### src/rtl/alu_mc.sv
// alu_mc: handshaked ALU with a registered result and flags, IDLE/BUSY/DONE control.
// Define ALU_MC_MULDIV_EN to add iterative MUL/DIVU/REMU (codes 9-11); undefined, those codes are illegal.
module alu_mc #(
  parameter int WIDTH = 8
) (
  input  logic             clk,
  input  logic             reset,
  input  logic [3:0]       alu_control,
  input  logic [WIDTH-1:0] a,
  input  logic [WIDTH-1:0] b,
  input  logic             in_valid,
  output logic             in_ready,
  output logic [WIDTH-1:0] alu_out,
  output logic             zero,
  output logic             carry,
  output logic             overflow,
  output logic             illegal,
  output logic             out_valid,
  input  logic             out_ready
);
  localparam int SHW = $clog2(WIDTH);

`ifdef ALU_MC_MULDIV_EN
  typedef enum logic [1:0] {S_IDLE, S_BUSY, S_DONE} state_e;
`else
  typedef enum logic [1:0] {S_IDLE, S_DONE} state_e;
`endif

  state_e           state_q;
  logic [WIDTH-1:0] alu_out_q;
  logic             zero_q, carry_q, overflow_q, illegal_q, out_valid_q;

  logic [WIDTH:0]   sum, dif;
  logic [SHW-1:0]   shamt;
  logic [WIDTH-1:0] res_d;
  logic             c_d, v_d, ill_d, multi_d;

  assign sum   = {1'b0, a} + {1'b0, b};
  assign dif   = {1'b0, a} - {1'b0, b};
  assign shamt = b[SHW-1:0];

  // Single-cycle result computed straight from the ports and registered on accept
  always_comb begin
    res_d   = '0;
    c_d     = 1'b0;
    v_d     = 1'b0;
    ill_d   = 1'b0;
    multi_d = 1'b0;
    case (alu_control)
      4'd0:  res_d = a & b;
      4'd1:  res_d = a | b;
      4'd2: begin
        res_d = sum[WIDTH-1:0];
        c_d   = sum[WIDTH];
        v_d   = (a[WIDTH-1] == b[WIDTH-1]) && (sum[WIDTH-1] != a[WIDTH-1]);
      end
      4'd3:  res_d = a << shamt;
      4'd4:  res_d = a >> shamt;
      4'd5:  res_d = $signed(a) >>> shamt;
      4'd6: begin
        res_d = dif[WIDTH-1:0];
        c_d   = dif[WIDTH];
        v_d   = (a[WIDTH-1] != b[WIDTH-1]) && (dif[WIDTH-1] != a[WIDTH-1]);
      end
      4'd7:  res_d = {{(WIDTH-1){1'b0}}, ($signed(a) < $signed(b))};
      4'd8:  res_d = {{(WIDTH-1){1'b0}}, (a < b)};
      4'd12: res_d = ~(a | b);
`ifdef ALU_MC_MULDIV_EN
      4'd9, 4'd10, 4'd11: multi_d = 1'b1;
`endif
      default: ill_d = 1'b1;
    endcase
  end

`ifdef ALU_MC_MULDIV_EN
  localparam logic [SHW-1:0] LAST = SHW'(WIDTH - 1);

  // acc: product accumulator / partial remainder; x: multiplicand / dividend->quotient; y: multiplier / divisor
  logic [1:0]       op_q;
  logic [SHW-1:0]   cnt_q;
  logic [WIDTH-1:0] acc_q, x_q, y_q;
  logic [WIDTH-1:0] acc_n, x_n, y_n, mres;
  logic [WIDTH:0]   rsh;
  logic             ge;

  always_comb begin
    rsh   = {acc_q, x_q[WIDTH-1]};
    ge    = (rsh >= {1'b0, y_q});
    acc_n = acc_q;
    x_n   = x_q;
    y_n   = y_q;
    if (op_q == 2'b01) begin
      acc_n = acc_q + (y_q[0] ? x_q : '0);
      x_n   = x_q << 1;
      y_n   = y_q >> 1;
    end else begin
      acc_n = ge ? WIDTH'(rsh - {1'b0, y_q}) : rsh[WIDTH-1:0];
      x_n   = {x_q[WIDTH-2:0], ge};
    end
    mres = (op_q == 2'b10) ? x_n : acc_n;
  end
`endif

  always_ff @(posedge clk) begin
    if (reset) begin
      state_q     <= S_IDLE;
      alu_out_q   <= '0;
      zero_q      <= 1'b1;
      carry_q     <= 1'b0;
      overflow_q  <= 1'b0;
      illegal_q   <= 1'b0;
      out_valid_q <= 1'b0;
    end else begin
      case (state_q)
        S_IDLE: if (in_valid) begin
`ifdef ALU_MC_MULDIV_EN
          if (multi_d) begin
            state_q <= S_BUSY;
            op_q    <= alu_control[1:0];
            cnt_q   <= '0;
            acc_q   <= '0;
            x_q     <= a;
            y_q     <= b;
          end else
`endif
          begin
            state_q     <= S_DONE;
            alu_out_q   <= res_d;
            zero_q      <= (res_d == '0);
            carry_q     <= c_d;
            overflow_q  <= v_d;
            illegal_q   <= ill_d;
            out_valid_q <= 1'b1;
          end
        end
`ifdef ALU_MC_MULDIV_EN
        S_BUSY: begin
          acc_q <= acc_n;
          x_q   <= x_n;
          y_q   <= y_n;
          cnt_q <= cnt_q + SHW'(1);
          if (cnt_q == LAST) begin
            state_q     <= S_DONE;
            alu_out_q   <= mres;
            zero_q      <= (mres == '0);
            carry_q     <= 1'b0;
            overflow_q  <= 1'b0;
            illegal_q   <= 1'b0;
            out_valid_q <= 1'b1;
          end
        end
`endif
        S_DONE: if (out_ready) begin
          state_q     <= S_IDLE;
          out_valid_q <= 1'b0;
        end
        default: state_q <= S_IDLE;
      endcase
    end
  end

  assign in_ready  = (state_q == S_IDLE);
  assign alu_out   = alu_out_q;
  assign zero      = zero_q;
  assign carry     = carry_q;
  assign overflow  = overflow_q;
  assign illegal   = illegal_q;
  assign out_valid = out_valid_q;
endmodule

### config.mk
export PLATFORM = sky130hd
export DESIGN_NAME = alu_mc
export DESIGN_NICKNAME = d
export VERILOG_FILES = /design/src/rtl/alu_mc.sv
export SDC_FILE = /design/constraint.sdc
export NUM_CORES = 1
export LEC_CHECK = 0
export ABC_AREA = 1
export BUFFER_PORTS_ARGS = -buffer_cell sky130_fd_sc_hd__buf_2
export CAP_MARGIN = 20
export CORE_ASPECT_RATIO = 0.5
export CORE_MARGIN = 2
export CORE_UTILIZATION = 50
export DETAILED_ROUTE_END_ITERATION = 16
export PLACE_DENSITY_LB_ADDON = 0.25
export RECOVER_POWER = 50
export SYNTH_ARGS = -nofsm -noshare
export SYNTH_HDL_FRONTEND = slang
export SYNTH_SLANG_ARGS = --single-unit
### constraint.sdc
create_clock -name clk -period 2.7 [get_ports clk]
set_input_delay 0.405 -clock clk [delete_from_list [all_inputs] [get_ports clk]]
set_output_delay 0.405 -clock clk [all_outputs]
set_load 0.05 [all_outputs]
## Word level (Yosys, flattened, before mapping)

Index checks and enable logic that the tools add are counted.
Widths: inputs -> output; s select.

- Shift operators: 3
- Bitwise logic cells: 3
- Equality and inequality tests: 16
- Muxes and demuxes: 10
- $lt $le $gt $ge: 2
- Add/subtract/negate cells: 2
- Reduce and logical (&&, ||, !) cells: 10

Operator list:

| cell | number |
|---|---|
| $pmux 8 s10 | 1 |
| $eq 4x3->1 const B | 4 |
| $lt 8x8->1 | 2 |
| $reduce_or 10->1 | 1 |
| $add 8x8->9 | 1 |
| $sub 8x8->9 | 1 |
| $and 8x8->8 | 1 |
| $eq 4x2->1 const B | 2 |
| $eq 4x4->1 const B | 2 |
| $logic_not 8->1 | 1 |
| $not 8->8 | 1 |
| $or 8x8->8 | 1 |
| $shl 8x3->8 | 1 |
| $shr 8x3->8 | 1 |
| $sshr 8x3->8 | 1 |
| $pmux 1 s2 | 3 |
| $eq 4x1->1 const B | 1 |
| $logic_not 4->1 | 1 |
| $mux 2 | 2 |
| $ne 2x2->1 const B | 2 |
| $pmux 2 s2 | 1 |
| $reduce_and 2->1 | 2 |
| $mux 1 | 3 |
| $ne 1x1->1 | 3 |
| 6 further kinds | 7 |

- Bits of input ports: 24
- Output and inout bits: 14
- Logic and storage cells: 53
- Bits in registers: 15

## Longest topological paths before layout

- Word-level depth: 4
- Gate-level depth with buffers: 16
- Mapped depth without buffers: 15

## Least setup slack after synthesis

Ideal clock, no wire load.

- Kind: input to register
- From: in b[1]
- To: reg alu_out_q[6] (netlist: alu_out[6])
- Path slack: 0.665 ns
- Buffers on the path: 2
- Library setup time: 0.117 ns
- Arrival time: 1.918 ns
- Data required time: 2.583 ns
- Cell stages on the path: 14
- Path through: clkbuf_2 -> inv_2 -> buf_4 -> fa_1 -> nand2_1 -> nand2_1 -> nand3_1 -> nand3_1 -> nand2_1 -> nor2_1 -> nor2_1 -> nand3_1 -> o211ai_1 -> inv_1

- Cells in the longest elaborated chain, start to end: 2
- Elaborated cells between the ends (all ways): 6

RTL lines:

| item | line | RTL |
|---|---|---|
| from (decl) | 10 | `input logic [WIDTH-1:0] b,` |
| $sub 8x8->9 (tied with other cells) | 39 | `assign dif = {1'b0, a} - {1'b0, b};` |
| $pmux 8 s10 * | 49 | `case (alu_control)` |
| to (signal assigned) | 128 | `alu_out_q <= res_d;` |
| to (decl) | 30 | `logic [WIDTH-1:0] alu_out_q;` |

Every way passes the cells marked *; elsewhere a longest branch is shown, timed or not.
A chain may end at the register's enable or synchronous reset.

## Worst setup path in the final report

- From: in b[1]
- To: reg zero_q (netlist: zero)

- Cells in the longest elaborated chain, start to end: 4
- Elaborated cells between the ends (all ways): 12

RTL lines:

| item | line | RTL |
|---|---|---|
| branches (longest 2 deep; another with $sub 8x8->9) | n/a |  |
| $pmux 8 s10 * | 49 |  |
| $logic_not 8->1 * | 129 | `zero_q <= (res_d == '0);` |
| to (signal assigned) | 129 |  |
| to (decl) | 31 | `logic zero_q, carry_q, overflow_q, illegal_q, out_valid_q;` |

Every way passes the cells marked *.

==> flow_summary.toml <==
[route]
ant_nets = 0
avgViaCountPerCell = 5.46
wl_per_cell_um = 13.9
vias = 2851
routed_wl_um = 7230
drcViolationCount = 0
drt_iter0_drc = 252
drt-met1-wl_um = 3570
routed-wl-met2_um = 2850
first_pass_iters = 5
highest_layer = "met4"
met3_length_um = 727

[synth]
ys_seq_area_share_pct = 11.1
muxShareOfSynthArea_pct = 0
yosys_warnings = 0
synth_compound_area_share_pct = 8.96
postSynthAreaPerCell_um2 = 5.44
synthAdderAreaFrac_pct = 15.6
yosys.area_share.xor_xnor_pct = 0.374
synth-simple-area-share_pct = 52.3
yosysTopAreaCellShare_pct = 19.4
synth.area.top_cells = "nand2_1 19%, nand3_1 17%, ha_1 14%"
synth_fp_nets = 483
synth_top_family_by_area = "simple AND/OR/NAND/NOR gates"
netlist_instances = 431
ys_ff_latch = 13
ys_types = 29
yosys.area.top_type = "nand2_1"
synth_area_mm2 = 0.00234

[grt]
grt_first_pass_wirelength_um = 11700
grt_max_degree = 21
grt_util_all_layers_pct = 29.0
gr-total-overflow = 0
grt_pass1_vias = 2428
antenna_found_initial = 0

[worst_setup_path]
r2r.worst_path.cells = 10
critPathMaxFanout = 18
required_ps = 2890
worstPathArrival_ps = 2380
cp-start-kind = "input port"
worst-setup-path-type = "in2reg"
cp-end-kind = "flop"

[timing]
final-hold-violation-count = 0
setup-tns-final_ps = 0
setup_viol = 0
tightest_slew_ps = 776
grt_setup_unrepaired = "no"
post-route-min-period_ps = 2190
max-slew-margin-rel_pct = 48.3
worst_slack_ps = 510
clock_skew_ps = 0.525
fmax_mhz = 457
post-route-period-util_pct = 81.1
slew_viol_final = 0

[floorplanning]
dieArea_mm2 = 0.00529
initial_core_util_pct = 52.7
die_y_um = 52.4
io_pins = 38
fp.coreArea_mm2 = 0.00445
placementRows = 17
fp.dieW_um = 101

[cts]
post-cts-setup-buffers = 0
clk_transition_reported_paths_ps = 50
clock_latency_ps = 240
ctsLongestPathBuffers = 2
ctsResizeCount = 0
cts_root_buffer = "clkbuf_8"
clock_sinks = 13
cts_inserted_buffers = 3
cts_tree = "yes"
htree_levels = 1
cts-hold-fix-buffers = 0

[min_path]
hold_path_class = "in2reg"
worstHoldPathCells = 3

[final_layout]
final_common_cell = "nand2_1"
synthToLayoutAreaGrowth_pct = 11.0
layout-drive-gt1-share_pct = 8.82
layout.nets = 518
layout_common_cells = "121 x nand2_1, 80 x nand3_1, 56 x nor2_1"
diodes = 0

[place]
gp_congestion = 1.01
dp_slack_ps = 320
place_hpwl_um = 5840
io_buffers = 37

[power_and_ir_drop]
power-per-cell-area_mw_per_mm2 = 316
vdd_drop_max_mv = 0.188
p_leak_nw = 1.42

[status]
outcome = "complete, no violations"

[run]
maxCapViolCount = 0
## final timing paths
check,startpoint,end,slack [ps]
setup / recovery,b[1],zero,510
hold / removal,reset,zero,450
setup reg to reg,out_valid,zero,760
hold reg to reg,zero,zero,490
## synthesized netlist by cell type, drive strengths merged
library cell and instances:
a21oi 16, a41oi 1, and3 1, buf 7
clkbuf 4, dfxtp 13, fa 2, ha 26
inv 58, nand2 122, nand3 80, nand3b 6
nand4 9, nor2 59, nor3 2, o2111ai 1
o211ai 3, o21a 1, o21ai 15, o21bai 1
or2 3, xor2 1
## flip-flops by register name (all words and copies together) (netlist names)
name,flops
alu_out,8
overflow,1
out_valid,1
illegal,1
carry,1
zero,1
## routing by layer
| metal | global-route usage, % | up-vias |
|---|---|---|
| li1 | - | 1466 |
| met1 | 42.4 | 1244 |
| met2 | 43.0 | 135 |
| met3 | 4.67 | 6 |
| met4 | 9.13 | 0 |
| met5 | 0 | - |
## metrics by stage
stage | power, mW | area (um^2) | cells | util [%] | hold slack [ps]
detailed placement | 0.652 | 2570 | 518 | 57.9 | 469
floorplan | 0.532 | 2340 | 431 | - | 501
CTS | 0.823 | 2620 | 522 | 58.9 | 445
finish | 0.822 | 2600 | 522 | 58.5 | 451
global placement | 0.650 | 2570 | 518 | 57.9 | 480
global route | 0.881 | 2600 | 522 | 58.5 | 477
## critical path, stage by stage
cell and delay, ps:
buf_2 290, inv_2 210, fa_1 480, nand2_1 110
nand2_1 110, nand2_1 90, nand2_1 50, nand3_1 70
nand2_1 50, nor3_1 220, nand2_1 80, nor2_1 100
nand2_1 60, nand2_1 50
## area by class of cell
| class | count | area [um^2] |
|---|---|---|
| Clock buffer | 4 | 45.0 |
| Fill cell | 487 | 1840 |
| Inverter | 58 | 218 |
| Multi-Input combinational cell | 349 | 1810 |
| Sequential cell | 13 | 260 |
| Tap cell | 57 | 71.3 |
| Timing Repair Buffer | 41 | 198 |
## power by group
part / switching [mW] / internal [mW] / leakage (nW)
logic: 0.310 / 0.128 / 1.29
registers: 0.00784 / 0.209 / 0.108
clock network: 0.0642 / 0.104 / 0.0228
total: 0.382 / 0.440 / 1.42
## cells by family (layout without fill, tap and decap cells)
kind of cell	after synthesis	after routing
AOI/OAI and AO/OA	38	38
adders and majority gates	28	28
and+or+nand+nor	282	282
xor gates and xnor gates	1	1
buffers and inverters	69	103
DFF	13	13
Power figures use the tool's default switching activity.
